[config.mk]
export PLATFORM = sky130hd
export DESIGN_NAME = ym3438_lfo_gen
export DESIGN_NICKNAME = d
export VERILOG_FILES = /design/src/rtl/ym3438_lfo_pkg.sv /design/src/rtl/ym3438_lfo_pm_scale.sv /design/src/rtl/ym3438_lfo_gen.sv
export SDC_FILE = /design/constraint.sdc
export NUM_CORES = 1
export LEC_CHECK = 0
export BUFFER_PORTS_ARGS = -buffer_cell sky130_fd_sc_hd__buf_2
export CORE_UTILIZATION = 45
export DETAILED_ROUTE_END_ITERATION = 7
export PLACE_DENSITY = 0.66
export SLEW_MARGIN = 5
export SYNTH_ARGS = -nofsm -noshare
export SYNTH_HDL_FRONTEND = slang
export SYNTH_SLANG_ARGS = --single-unit
[constraint.sdc]
create_clock -name MCLK -period 7.3 [get_ports MCLK]
set_clock_uncertainty 0.05 [all_clocks]
set_input_delay 0 -clock MCLK [delete_from_list [all_inputs] [get_ports MCLK]]
set_output_delay 0 -clock MCLK [all_outputs]
set_load 0.01 [all_outputs]
[src/rtl/ym3438_lfo_pkg.sv]
// Shared constants and types for the OPN2 LFO successor.
// Contents: rate prescaler table, PM multiplier table, noise LFSR taps,
// and the waveform select enum.
package ym3438_lfo_pkg;

   // Ticks per LFO phase step, indexed by rate select.
   localparam logic [6:0] RATE_DIV [8] = '{7'd108, 7'd77, 7'd71, 7'd67,
                                           7'd62,  7'd44, 7'd8,  7'd5};

   // PM multiplier, indexed [pms][pm_val]; row 0 disables PM.
   localparam logic [4:0] PM_MULT [8][8] = '{
      '{5'd0, 5'd0, 5'd0,  5'd0,  5'd0,  5'd0,  5'd0,  5'd0},
      '{5'd0, 5'd0, 5'd0,  5'd0,  5'd1,  5'd1,  5'd1,  5'd1},
      '{5'd0, 5'd0, 5'd1,  5'd1,  5'd2,  5'd2,  5'd2,  5'd3},
      '{5'd0, 5'd0, 5'd1,  5'd2,  5'd2,  5'd2,  5'd3,  5'd4},
      '{5'd0, 5'd1, 5'd2,  5'd3,  5'd4,  5'd4,  5'd5,  5'd6},
      '{5'd0, 5'd1, 5'd3,  5'd4,  5'd6,  5'd6,  5'd7,  5'd9},
      '{5'd0, 5'd2, 5'd4,  5'd6,  5'd8,  5'd8,  5'd10, 5'd12},
      '{5'd0, 5'd4, 5'd8,  5'd12, 5'd16, 5'd16, 5'd20, 5'd24}
   };

   // Galois feedback polynomial x^16 + x^14 + x^13 + x^11 + 1 (right shift).
   localparam logic [15:0] NOISE_TAPS = 16'hB400;

   typedef enum logic [1:0] {
      LFO_TRI   = 2'd0,
      LFO_SAW   = 2'd1,
      LFO_SQR   = 2'd2,
      LFO_NOISE = 2'd3
   } lfo_wave_e;

endpackage

[src/rtl/ym3438_lfo_pm_scale.sv]
// Combinational PM scaler: {fnum,0} +/- ((fnum[hi] * mult) >> 3), saturated.
// Ports:
//   fnum   - channel F-number
//   pms    - PM sensitivity (row of PM_MULT)
//   pm_val - PM depth index (column of PM_MULT)
//   sign   - 1 subtracts the offset
//   sum    - saturated result in [0, 2^(FNUM_W+1)-1]
module ym3438_lfo_pm_scale
   import ym3438_lfo_pkg::*;
#(
   parameter int unsigned FNUM_W = 11
) (
   input  logic [FNUM_W-1:0] fnum,
   input  logic [2:0]        pms,
   input  logic [2:0]        pm_val,
   input  logic              sign,
   output logic [FNUM_W:0]   sum
);

   localparam int unsigned HI_W   = FNUM_W - 4;
   localparam int unsigned PROD_W = HI_W + 5;
   localparam int unsigned SUM_W  = FNUM_W + 2;

   logic [4:0]        mult;
   logic [PROD_W-1:0] prod;
   logic [PROD_W-1:0] off;
   logic [SUM_W-1:0]  base;
   logic [SUM_W-1:0]  raw;

   // One guard bit above the result catches both overflow and underflow.
   always_comb begin
      mult = PM_MULT[pms][pm_val];
      prod = PROD_W'(fnum[FNUM_W-1:4]) * PROD_W'(mult);
      off  = prod >> 3;
      base = {1'b0, fnum, 1'b0};
      raw  = sign ? (base - SUM_W'(off)) : (base + SUM_W'(off));
      if (raw[SUM_W-1])
         sum = sign ? '0 : '1;
      else
         sum = raw[FNUM_W:0];
   end

endmodule

[src/rtl/ym3438_lfo_gen.sv]
// OPN2 LFO successor: rate prescaler, phase counter, four AM waveforms,
// noise LFSR and PM-adjusted F-number. All outputs registered on MCLK.
// Ports:
//   MCLK, IC     - master clock, synchronous active-high reset
//   tick         - one-cycle strobe per sample frame
//   lfo_en, rate - LFO enable and rate select
//   wave         - waveform select (lfo_wave_e)
//   sync         - phase restart pulse, beats tick
//   pms, fnum    - PM sensitivity and channel F-number
//   lfo_am       - AM attenuation (0 = none)
//   lfo_pm_sign  - 1 = negative PM offset
//   fnum_lfo     - {fnum,0} +/- PM offset, saturated
//   phase        - LFO phase counter
//   phase_step   - one-cycle pulse after each phase advance
module ym3438_lfo_gen
   import ym3438_lfo_pkg::*;
#(
   parameter int unsigned SUB_W   = 7,
   parameter int unsigned CNT_W   = 7,
   parameter int unsigned FNUM_W  = 11,
   parameter int unsigned NOISE_W = 16
) (
   input  logic                MCLK,
   input  logic                IC,
   input  logic                tick,
   input  logic                lfo_en,
   input  logic [2:0]          rate,
   input  logic [1:0]          wave,
   input  logic                sync,
   input  logic [2:0]          pms,
   input  logic [FNUM_W-1:0]   fnum,
   output logic [CNT_W-2:0]    lfo_am,
   output logic                lfo_pm_sign,
   output logic [FNUM_W:0]     fnum_lfo,
   output logic [CNT_W-1:0]    phase,
   output logic                phase_step
);

   localparam int unsigned AM_W = CNT_W - 1;

   logic [SUB_W-1:0]   sub;
   logic [NOISE_W-1:0] lfsr;
   logic [SUB_W-1:0]   div_last;
   logic [NOISE_W-1:0] lfsr_next;
   lfo_wave_e          wave_sel;
   logic [AM_W-1:0]    am_c;
   logic [2:0]         pm_val_c;
   logic               sign_c;
   logic [FNUM_W:0]    sum_c;

   assign div_last = SUB_W'(RATE_DIV[rate]) - SUB_W'(1);
   assign wave_sel = lfo_wave_e'(wave);

   // Galois step; a non-zero state never maps to zero.
   assign lfsr_next = {1'b0, lfsr[NOISE_W-1:1]}
                    ^ (lfsr[0] ? NOISE_W'(NOISE_TAPS) : '0);

   // Waveform shaping and PM index from the current phase (or LFSR for noise).
   always_comb begin
      am_c     = '0;
      pm_val_c = phase[CNT_W-3:CNT_W-5] ^ {3{phase[CNT_W-2]}};
      sign_c   = phase[CNT_W-1];
      case (wave_sel)
         LFO_TRI:   am_c = phase[AM_W-1:0] ^ {AM_W{phase[CNT_W-1]}};
         LFO_SAW:   am_c = phase[CNT_W-1:1];
         LFO_SQR:   am_c = {AM_W{phase[CNT_W-1]}};
         LFO_NOISE: begin
            am_c     = lfsr[AM_W-1:0];
            pm_val_c = lfsr[2:0];
            sign_c   = lfsr[AM_W];
         end
         default:   am_c = '0;
      endcase
   end

   ym3438_lfo_pm_scale #(
      .FNUM_W (FNUM_W)
   ) u_pm_scale (
      .fnum   (fnum),
      .pms    (pms),
      .pm_val (pm_val_c),
      .sign   (sign_c),
      .sum    (sum_c)
   );

   // Prescaler/phase/LFSR state and registered outputs.
   // Priority: IC > (disable | sync) > tick. The >= compare lets a switch
   // to a shorter divider wrap on the next tick instead of overrunning.
   always_ff @(posedge MCLK) begin
      if (IC) begin
         sub         <= '0;
         phase       <= '0;
         phase_step  <= 1'b0;
         lfsr        <= NOISE_W'(1);
         lfo_am      <= '0;
         lfo_pm_sign <= 1'b0;
         fnum_lfo    <= '0;
      end else begin
         phase_step <= 1'b0;
         if (!lfo_en || sync) begin
            sub   <= '0;
            phase <= '0;
         end else if (tick) begin
            if (sub >= div_last) begin
               sub        <= '0;
               phase      <= phase + CNT_W'(1);
               phase_step <= 1'b1;
               lfsr       <= lfsr_next;
            end else begin
               sub <= sub + SUB_W'(1);
            end
         end
         lfo_am      <= lfo_en ? am_c : '0;
         lfo_pm_sign <= lfo_en & sign_c;
         fnum_lfo    <= lfo_en ? sum_c : {fnum, 1'b0};
      end
   end

endmodule

==> results.yml <==
outcome:
  status: "finished, final reports clean"
placed_design:
  post-place-ws_ns: 0.0944
  place.gp.congestion: 0.852
  placed_area_mm2: 0.00514
  io_buffers: 50
  dp_hpwl_mm: 8.61
critical_path:
  cp.arrival_ns: 7.05
  crit_type: "flop to flop"
  cp-end-kind: "flop"
  path_buf_inv: 4
  cp_slowest_cell: "fa_1"
  worstPathMaxFanout: 8
  critical_path.top_delay_family: "compound AO/OA/AOI/OAI gates"
  cp-start-kind: "flop"
  slowest_delay_ns: 0.55
  r2r_start: "lfsr[1]"
  timing.rr.end: "fnum_lfo[5]"
  path_common_cell: "fa_1"
  reg2reg_depth: 26
  rrSetupSlack_ns: 0.37
  worstPathRequired_ns: 7.42
logic_synthesis:
  synth.distinct_cells: 69
  synth_ff_type: "dfxtp_1"
  synth_area_per_cell_um2: 8.27
  synth_most_common_cell: "nor2_1"
  synth_top_family_by_area: "simple AND/OR/NAND/NOR gates"
  synth_top_area_share_pct: 20.9
  synth-compound-area-share_pct: 20.3
  synth_enable_flop_cells: 0
  synth_top_area_cell: "dfxtp_1"
  synth_xor_area_share_pct: 6.56
  synthCells: 579
  syn-num-nets: 671
  synthAdderAreaFrac_pct: 20.4
  synthTopCellsByArea: "dfxtp_1, ha_1, fa_1, mux2i_1, nor2_1"
  synthSimpleGateAreaFrac_pct: 20.9
  synth_warnings: 0
  syn_area_mm2: 0.00479
  synth_mux_area_share_pct: 5.25
  async_reset_ff_share_pct: 0
  synth.top_cells.by_count: "nor2_1, ha_1, dfxtp_1"
  ys_seq_elements: 50
  ys_seq_area_share_pct: 20.9
global_routing:
  grt-ovfl-total: 0
  grt_start_max_net_pins: 36
  grt_usage_pct: 21.2
  grt_pass1_vias: 4077
  grt_pass1_wl_mm: 19.3
  antenna_found_initial: 0
power:
  power_mw: 0.631
  power_switching_mw: 0.187
  switching_share_pct: 29.6
  ir_drop_mv: 0.0675
  p_int_mw: 0.444
  sequentialPowerShare_pct: 44.5
  p_comb_share_pct: 24.3
  clockPowerShare_pct: 31.2
  leakage_nw: 2.58
  power_density_mw_per_mm2: 116
min_path:
  hp-class: "primary input to flop"
  holdPathEnd: "fnum_lfo[5]"
  min_path_cells: 3
  hp-start: "fnum[4]"
routing:
  drtIter0Drc: 217
  ant_nets: 0
  drc_errors: 0
  wl_per_cell_um: 15.0
  dr.pass1.iters: 7
  num_vias: 4223
  routed_wl_mm: 11.5
  vias_per_cell: 5.53
clocking:
  clkLatencyLatePin_ns: 0.30
  clock_path_buffers: 2
  cts_made_buffers: 5
  cts_tree: "built"
  cts_sinks: 50
  htreeDepth: 2
  root_buffer: "clkbuf_8"
  path_clk_slew_ns: 0.10
cells_and_area:
  diodes: 0
  area_growth_pct: 13.4
  finalInstanceArea_mm2: 0.00543
  nNetsFinal: 718
  drive_gt1_share_pct: 15.6
floorplan:
  design.core.area_mm2: 0.0103
  die_y_um: 105
  initial_core_util_pct: 46.4
  rows: 37
  fp.dieW_um: 105
  io_pins: 51
  die_area_mm2: 0.0111
sta:
  fin_tns_setup_ns: 0
  worst_pin_slew_ns: 0.778
  max-slew-margin-rel_pct: 48.0
  timing.hold.ws_ns: 0.00468
  rsz0062_at_grt: "false"
  timing.final.crit_share_pct: 94.9
  setup_ws_ns: 0.372
  finalSetupViolations: 0
  final_max_slew_viol_count: 0
  hold_viol: 0
  fmax_ghz: 0.144
  fin_crit_ns: 6.93
run:
  cap_violations: 0
[power by group through the flow]
stage / Clock (mW) / Combinational [mW] / Sequential, mW
after global placement: 0 / 0.143 / 0.287
final: 0.197 / 0.153 / 0.281
after detailed placement: 0 / 0.146 / 0.287
after CTS: 0.201 / 0.149 / 0.281
after floorplan: 0 / 0.100 / 0.290
after global routing: 0.211 / 0.172 / 0.282
[metal layers]
layer  up-vias  wire length [µm]  global-route usage, %
li1       2105                 -                      -
met2       109              5720                   37.4
met3         6               479                   1.87
met4         0                63                   4.33
met1      2003              5210                   28.1
met5         -                 0                      0
[final cells by class]
type | count | area (µm²)
clock buffer | 6 | 72.6
clock inverter | 2 | 37.5
fill | 956 | 4890
inverter | 44 | 165
multi-input combinational | 460 | 3600
sequential | 50 | 1000
tap | 136 | 170
timing repair buffer | 65 | 378
[cell families after synthesis]
family                   count (synthesis)
XOR/XNOR                                35
flip-flops                              50
AO/OA/AOI/OAI                          130
multiplexers                            25
adder cells (fa/ha/maj)                 68
buffers and inverters                   70
AND/OR/NAND/NOR                        201
[per-stage QoR]
step / cells / utilization [%]
after detailed placement: 743 / 49.8
after CTS: 757 / 51.4
final: 763 / 52.6
after floorplan: 579 / -
after global placement: 743 / 49.8
after global routing: 763 / 52.6
[cells in the final DEF, fill, tap and decap left out, types with 3 or more instances in the layout]
cell | netlist | layout
and2_1 | 15 | 15
mux2i_1 | 24 | 24
fa_1 | 17 | 17
a21o_1 | 19 | 19
or2_2 | 3 | 3
nor3b_1 | 3 | 3
or3_1 | 4 | 4
o21bai_1 | 5 | 5
nand3_1 | 10 | 10
nand4_1 | 6 | 6
nor2_1 | 57 | 56
a211oi_1 | 12 | 12
xor2_1 | 11 | 11
dfxtp_2 | 0 | 3
xnor2_1 | 23 | 21
o211ai_1 | 4 | 4
nand2_1 | 45 | 45
nor3_1 | 7 | 6
and3_1 | 8 | 8
nand2b_1 | 26 | 26
ha_1 | 51 | 51
o21ai_0 | 14 | 13
dfxtp_1 | 50 | 47
inv_1 | 44 | 44
a311oi_1 | 6 | 6
clkbuf_8 | 0 | 5
o31ai_1 | 4 | 4
a31oi_1 | 7 | 7
nor2b_1 | 5 | 5
dlygate4sd3_1 | 0 | 6
a21oi_1 | 28 | 26
buf_2 | 5 | 50
buf_4 | 0 | 9
[worst register-to-register path: cells and delay by family (launching register included)]
kind,cells,cell delay [ns]
xor+xnor,1,0.15
buf+inv,4,0.48
simple gates,6,1.13
fa+ha+maj,5,2.09
compound gates,10,2.51
flops,1,0.40
[flip-flops by register name (all words and copies together) (netlist names)]
name,flops
fnum_lfo,12
sub,7
lfsr,16
lfo_pm_sign,1
phase_step,1
lfo_am,6
phase,7
[worst max-delay path by stage]
stage / from / end / slack, ns / cells past startpoint
2_1_floorplan: phase[5] / fnum_lfo[1] / 0.91 / 25
3_3_place_gp: phase[5] / fnum_lfo[4] / 0.37 / 26
3_5_place_dp: phase[5] / fnum_lfo[5] / 0.09 / 26
4_1_cts: phase[5] / fnum_lfo[5] / 0.06 / 26
5_1_grt: lfsr[1] / fnum_lfo[9] / 0.002 / 26
6_report: lfsr[1] / fnum_lfo[5] / 0.37 / 26
[repair_timing]
item | in CTS | in global routing
endpoints found under the hold margin | 7 | 0
buffers inserted | 0 | 5
resized for setup | 0 | 16
setup endpoints to repair | 0 | 12
hold buffers | 6 | 0
Power figures use the tool's default switching activity.
